==> config.mk <==
export PLATFORM = sky130hd
export DESIGN_NAME = ps2_kbd_rx
export DESIGN_NICKNAME = d
export VERILOG_FILES = /design/src/rtl/kbd_pkg.sv /design/src/rtl/kbd_fifo.sv /design/src/rtl/ps2_kbd_rx.sv
export SDC_FILE = /design/constraint.sdc
export NUM_CORES = 1
export LEC_CHECK = 0
export CORE_AREA = 2 2 91 93
export CTS_BUF_LIST = sky130_fd_sc_hd__clkbuf_8
export CTS_CLUSTER_SIZE = 20
export DETAILED_ROUTE_END_ITERATION = 7
export DIE_AREA = 0 0 93 95
export DONT_BUFFER_PORTS = 1
export GPL_ROUTABILITY_DRIVEN = 0
export GPL_TIMING_DRIVEN = 1
export HOLD_SLACK_MARGIN = 0.03
export PLACE_DENSITY = 0.8
export SYNTH_ARGS = -nofsm -noshare
export SYNTH_HDL_FRONTEND = slang
export SYNTH_SLANG_ARGS = --single-unit
==> constraint.sdc <==
create_clock -name clk -period 4.2 [get_ports clk]
set_clock_uncertainty 0.05 [all_clocks]
set_input_delay 0.84 -clock clk [delete_from_list [all_inputs] [get_ports clk]]
set_output_delay 0.84 -clock clk [all_outputs]
set_load 0.005 [all_outputs]
==> src/rtl/kbd_pkg.sv <==
// Shared types and constants for the PS/2 keyboard receiver.
// Holds the frame FSM state enum, the frame geometry and the default parameter values.
package kbd_pkg;

    typedef enum logic [1:0] {
        IDLE,
        DATA,
        PARITY,
        STOP
    } rxState_e;

    localparam int FRAME_BITS             = 11;
    localparam int DATA_BITS              = FRAME_BITS - 3;
    localparam int DEFAULT_FIFO_DEPTH     = 8;
    localparam int DEFAULT_TIMEOUT_CYCLES = 200000;

endpackage

==> src/rtl/kbd_fifo.sv <==
// Show-ahead synchronous FIFO for received scan-code bytes.
// A push into a full FIFO only lands when a pop happens on the same cycle.
module kbd_fifo
    import kbd_pkg::*;
#(
    parameter  int DEPTH = DEFAULT_FIFO_DEPTH,
    parameter  int WIDTH = DATA_BITS,
    localparam int PTR_W = $clog2(DEPTH)
) (
    input  logic             clk_i,
    input  logic             rst_i,
    input  logic             push_i,
    input  logic [WIDTH-1:0] data_i,
    input  logic             pop_i,
    output logic [WIDTH-1:0] data_o,
    output logic             full_o,
    output logic             empty_o,
    output logic [PTR_W:0]   count_o
);

    logic [WIDTH-1:0] mem_q [DEPTH];
    logic [PTR_W-1:0] wrPtr_q, wrPtr_d;
    logic [PTR_W-1:0] rdPtr_q, rdPtr_d;
    logic [PTR_W:0]   count_q, count_d;
    logic             pushEff;
    logic             popEff;

    assign full_o  = (count_q == (PTR_W + 1)'(DEPTH));
    assign empty_o = (count_q == '0);
    assign count_o = count_q;
    assign data_o  = empty_o ? '0 : mem_q[rdPtr_q];

    assign popEff  = pop_i & ~empty_o;
    assign pushEff = push_i & (~full_o | popEff);

    always_comb begin
        wrPtr_d = wrPtr_q;
        rdPtr_d = rdPtr_q;
        count_d = count_q;
        if (pushEff) begin
            wrPtr_d = wrPtr_q + PTR_W'(1);
        end
        if (popEff) begin
            rdPtr_d = rdPtr_q + PTR_W'(1);
        end
        case ({pushEff, popEff})
            2'b10:   count_d = count_q + (PTR_W + 1)'(1);
            2'b01:   count_d = count_q - (PTR_W + 1)'(1);
            default: count_d = count_q;
        endcase
    end

    always_ff @(posedge clk_i) begin
        if (rst_i) begin
            wrPtr_q <= '0;
            rdPtr_q <= '0;
            count_q <= '0;
        end else begin
            wrPtr_q <= wrPtr_d;
            rdPtr_q <= rdPtr_d;
            count_q <= count_d;
        end
    end

    // Storage is deliberately left unreset; empty_o masks stale contents on data_o.
    always_ff @(posedge clk_i) begin
        if (pushEff) begin
            mem_q[wrPtr_q] <= data_i;
        end
    end

endmodule

==> src/rtl/ps2_kbd_rx.sv <==
// PS/2 keyboard receiver: synchronizes the PS/2 lines, deframes 11-bit frames on
// ps2_clk falling edges, checks odd parity and stop, and queues bytes in a FIFO.
module ps2_kbd_rx
    import kbd_pkg::*;
#(
    parameter int FIFO_DEPTH     = DEFAULT_FIFO_DEPTH,
    parameter int TIMEOUT_CYCLES = DEFAULT_TIMEOUT_CYCLES
) (
    input  logic                 clk,
    input  logic                 rst,
    input  logic                 ps2_clk,
    input  logic                 ps2_data,
    input  logic                 kbd_read_enable,
    output logic [DATA_BITS-1:0] kbd_data,
    output logic                 kbd_ready,
    output logic                 kbd_overflow
);

    localparam int PTR_W = $clog2(FIFO_DEPTH);
    localparam int TO_W  = $clog2(TIMEOUT_CYCLES + 1);
    localparam int CNT_W = $clog2(DATA_BITS);

    logic [1:0]           ps2ClkSync_q;
    logic [1:0]           ps2DataSync_q;
    logic                 ps2ClkPrev_q;
    logic                 fallEdge;
    logic                 bitData;

    rxState_e             state_q, state_d;
    logic [CNT_W-1:0]     bitCount_q, bitCount_d;
    logic [DATA_BITS-1:0] shift_q, shift_d;
    logic                 parity_q, parity_d;
    logic [TO_W-1:0]      timeout_q, timeout_d;
    logic                 overflow_q, overflow_d;
    logic                 pushByte;

    logic                 fifoFull;
    logic                 fifoEmpty;
    logic [PTR_W:0]       fifoCount;
    logic                 popEff;
    logic                 dropByte;

    // Synchronizers reset to 1 so an idle line never looks like a falling edge.
    always_ff @(posedge clk) begin
        if (rst) begin
            ps2ClkSync_q  <= 2'b11;
            ps2DataSync_q <= 2'b11;
            ps2ClkPrev_q  <= 1'b1;
        end else begin
            ps2ClkSync_q  <= {ps2ClkSync_q[0], ps2_clk};
            ps2DataSync_q <= {ps2DataSync_q[0], ps2_data};
            ps2ClkPrev_q  <= ps2ClkSync_q[1];
        end
    end

    assign fallEdge = ps2ClkPrev_q & ~ps2ClkSync_q[1];
    assign bitData  = ps2DataSync_q[1];

    always_comb begin
        state_d    = state_q;
        bitCount_d = bitCount_q;
        shift_d    = shift_q;
        parity_d   = parity_q;
        timeout_d  = timeout_q + TO_W'(1);
        pushByte   = 1'b0;
        if (state_q == IDLE || fallEdge) begin
            timeout_d = '0;
        end
        if (fallEdge) begin
            case (state_q)
                IDLE: begin
                    if (!bitData) begin
                        state_d    = DATA;
                        bitCount_d = '0;
                    end
                end
                DATA: begin
                    shift_d[bitCount_q] = bitData;
                    bitCount_d          = bitCount_q + CNT_W'(1);
                    if (bitCount_q == CNT_W'(DATA_BITS - 1)) begin
                        state_d = PARITY;
                    end
                end
                PARITY: begin
                    parity_d = bitData;
                    state_d  = STOP;
                end
                STOP: begin
                    pushByte = bitData & (^{shift_q, parity_q});
                    state_d  = IDLE;
                end
                default: state_d = IDLE;
            endcase
        end else if (state_q != IDLE && timeout_q == TO_W'(TIMEOUT_CYCLES)) begin
            // A stalled keyboard clock abandons the partial frame.
            state_d    = IDLE;
            bitCount_d = '0;
            shift_d    = '0;
            timeout_d  = '0;
        end
    end

    always_ff @(posedge clk) begin
        if (rst) begin
            state_q    <= IDLE;
            bitCount_q <= '0;
            shift_q    <= '0;
            parity_q   <= 1'b0;
            timeout_q  <= '0;
        end else begin
            state_q    <= state_d;
            bitCount_q <= bitCount_d;
            shift_q    <= shift_d;
            parity_q   <= parity_d;
            timeout_q  <= timeout_d;
        end
    end

    kbd_fifo #(
        .DEPTH (FIFO_DEPTH),
        .WIDTH (DATA_BITS)
    ) uFifo (
        .clk_i   (clk),
        .rst_i   (rst),
        .push_i  (pushByte),
        .data_i  (shift_q),
        .pop_i   (kbd_read_enable),
        .data_o  (kbd_data),
        .full_o  (fifoFull),
        .empty_o (fifoEmpty),
        .count_o (fifoCount)
    );

    assign kbd_ready    = ~fifoEmpty;
    assign popEff       = kbd_read_enable & ~fifoEmpty;
    assign dropByte     = pushByte & fifoFull & ~popEff;
    assign kbd_overflow = overflow_q;

    always_comb begin
        overflow_d = overflow_q;
        if (dropByte) begin
            overflow_d = 1'b1;
        end else if (popEff) begin
            overflow_d = 1'b0;
        end
    end

    always_ff @(posedge clk) begin
        if (rst) begin
            overflow_q <= 1'b0;
        end else begin
            overflow_q <= overflow_d;
        end
    end

    assert property (@(posedge clk) disable iff (rst)
        fifoFull == (fifoCount == (PTR_W + 1)'(FIFO_DEPTH)));

endmodule

==> metrics.md <==
| Metric | Value |
|---|---|
| CTS HTree Levels | 4 |
| Largest fanout on the critical path | 10 |
| Syn Nets | 415 |
| DP HPWL | 5.57 mm |
| RSZ-0062 raised after global routing | no |
| Die Area | 8840 sq um |
| Post-CTS setup buffer count | 0 |
| Final Util | 68.8% |
| Worst-Skew Late Latency | 0.42 ns |
| Starting Density | 62.9% |
| Core area | 7930 sq um |
| Setup WS pre-CTS | 1.24 ns |
| Routed wire per std cell | 16.5 microns |
| Hold Violations, Final | 0 |
| GRT Util Overall | 21.5% |
| Worst EP required | 4.50 ns |
| Register area share after synthesis | 59.0% |
| Largest net degree at the start of global routing | 35 |
| Synth Area in Simple Gates | 15.5% |
| Worst setup SP type | flop |
| Final period utilization | 70.5% |
| Compound-gate portion of the synthesized area | 4.04% |
| First-iteration detailed-routing DRC count | 233 |
| # fillers | 563 |
| Tmin final | 2.96 ns |
| Synth Area in Adders | 3.26% |
| # IOs | 15 |
| Clock-pin slew on the worst setup and hold paths | 0.07 ns |
| Post-DRT Antenna Nets | 0 |
| Multiplexer area fraction after synthesis | 10.1% |
| Nets | 418 |
| Most common cell after layout, fill and taps aside | edfxtp_1 |
| Clk pwr share | 45.4% |
| Site Rows | 33 |
| Via Count | 2,987 |
| Port Buf Inserts | 0 |
| Leakage | 1.81 nW |
| Net Sw Power | 0.000461 W |
| Final setup margin | 1.24 ns |
| Ant. Diodes | 0 |
| # DRC | 0 |
| Synth Register Bits | 115 |
| Initial DRT Pass Iterations | 4 |
| Gr ovfl total | 0 |
| Setup TNS | 0 ns |
| Maxcap violations | 0 |
| CTS tree | yes |
| Post-synthesis cell area | 4990 sq um |
| Via density | 5.77 |
| DR WL met2 | 4.38 mm |
| Max Clk Rate | 0.338 GHz |
| Sequential share of power | 54.4% |
| Wire length of the first global-routing pass | 14.2 mm |
| Met3 WL | 269 microns |
| Final setup vio count | 0 |
| Syn Inst Count | 397 |
| Switching share of power | 21.3% |
| Most frequent cells in the layout | 64 x edfxtp_1, 51 x dfxtp_1, 45 x nor2_1 |
| Cell variety after synth | 48 |
| Area share of xor/xnor cells in the synthesized design | 5.52% |
| Ys async rst share | 0% |
| Critical Path End Type | flop |
| Hold buffer count at CTS | 0 |
| Inserted Clock Buffers | 17 |
| P per Cell Area | 398 nW/um^2 |
| Clock sink count | 115 |
| Pint | 0.00171 W |
| Top FF cell, synth | edfxtp_1 |
| Design Area, Final | 5450 sq um |
| Total of warnings raised by yosys | 0 |
| WS Path Type | flop to flop |
| Initial antenna violation count | 0 |
| Clock Tree Root | clkbuf_8 |
| Area grow syn2layout | 9.25% |
| Placed cell area | 5060 sq um |
| Top sig layer | met4 |
| EDFF count, synth | 64 |
| Met1 wire length | 3.79 mm |
| Worst EP arrival | 3.26 ns |
| Share of layout cells above drive strength 1 | 15.3% |
| Placed cell count | 486 |
| Resize count post-CTS | 0 |
| Comb pwr share | 0.3% |
| Mean Syn Cell Area | 12.6 sq um |
| Vias in the first global route | 2,954 |
| Drt total wl | 8.53 mm |
| Clock buffer depth | 2 |
| Status | completed |
| Largest family of logic cells by synthesized area | simple AND/OR/NAND/NOR gates |
| Post-route insts no fill | 518 |
| Die height | 95 microns |
| Maximum vdd ir drop | 0.000219 V |
| Max Slew Vio Count | 0 |
| Chip Width | 93 microns |
| Slew @ Worst Pin | 0.906 ns |
| Slew HR | 39.4% |
| Worst Hold Class | flop to flop |
per-layer routing:
| metal | vias to the layer above | track usage [%] |
|---|---|---|
| li1 | 1447 | - |
| met1 | 1479 | 27.8 |
| met2 | 51 | 35.4 |
| met3 | 10 | 5.19 |
| met4 | 0 | 8.82 |
| met5 | - | 0 |
cells in the mapped netlist, drive strengths merged, types with 5 or more instances:
library cell | n | area share, %
mux4 | 16 | 7.2
o21ai | 5 | 0.50
xor2 | 19 | 3.3
dfxtp | 51 | 20
nor3 | 7 | 0.70
mux2i | 13 | 2.9
nand3 | 21 | 2.1
ha | 13 | 3.3
nand2b | 10 | 1.3
clkbuf | 12 | 0.90
nor2 | 46 | 3.6
edfxtp | 64 | 39
xnor2 | 7 | 1.2
nand4 | 9 | 1.1
nand2 | 19 | 1.5
a21oi | 20 | 2.0
or2 | 8 | 1.0
and3 | 5 | 0.63
inv | 13 | 0.98
buf | 7 | 0.75
final cells by class:
type | count | area (sq um) | share of cell area, %
Multi-Input combinational cell | 250 | 1920 | 35.1
Timing Repair Buffer | 3 | 22.5 | 0.413
Clock buffer | 17 | 234 | 4.29
Sequential cell | 115 | 2940 | 54.0
Clock inverter | 15 | 156 | 2.87
Tap cell | 105 | 131 | 2.41
Inverter | 13 | 48.8 | 0.895
through the flow:
step | total power (W) | hold slack (ns)
floorplan | 0.00121 | 0.339
global placement | 0.00121 | 0.346
detailed placement | 0.00121 | 0.352
CTS | 0.00219 | 0.374
global route | 0.00224 | 0.391
finish | 0.00217 | 0.368
registers in the layout, indices dropped and copies added, names as in the netlist, named ones only:
name	cells
uFifo.mem_q	64
state_q	2
ps2DataSync_q	2
timeout_q	18
shift_q	8
kbd_overflow	1
parity_q	1
uFifo.wrPtr_q	3
ps2ClkPrev_q	1
uFifo.count_o	4
ps2ClkSync_q	2
bitCount_q	3
uFifo.rdPtr_q	3
critical path: stages, from the launching register on:
cell and delay, ns:
dfxtp_1 0.51, xor2_1 0.20, xnor3_2 0.50, mux2i_4 0.29
ha_1 0.32, xor2_1 0.10, ha_1 0.18, a21oi_1 0.17
xor2_1 0.11, or3_1 0.31, a21oi_1 0.14
power by group through the flow:
stage          registers, W  clock network [W]   logic (W)
3_3_place_gp        0.00120                  0  0.00000605
6_report            0.00118           0.000984  0.00000618
3_5_place_dp        0.00120                  0  0.00000620
2_1_floorplan       0.00120                  0   0.0000103
4_1_cts             0.00118            0.00100  0.00000623
5_1_grt             0.00118            0.00105  0.00000703
kinds of logic after synthesis:
| logic type | count (synthesis) |
|---|---|
| adders and majority gates | 13 |
| xor gates and xnor gates | 28 |
| buffers and inverters | 32 |
| AOI/OAI and AO/OA | 32 |
| and+or+nand+nor | 148 |
| muxes | 29 |
| DFF | 115 |
final timing paths:
path | startpoint | slack (ns) | cells after the start | end
hold reg to reg | ps2ClkSync_q[0] | 0.37 | 1 | ps2ClkSync_q[1]
setup / recovery | shift_q[1] | 1.24 | 10 | uFifo.count_o[2]
setup reg to reg | shift_q[1] | 1.24 | 10 | uFifo.count_o[2]
hold / removal | ps2ClkSync_q[0] | 0.37 | 1 | ps2ClkSync_q[1]
No activity file was read; power rests on OpenSTA's default activity.
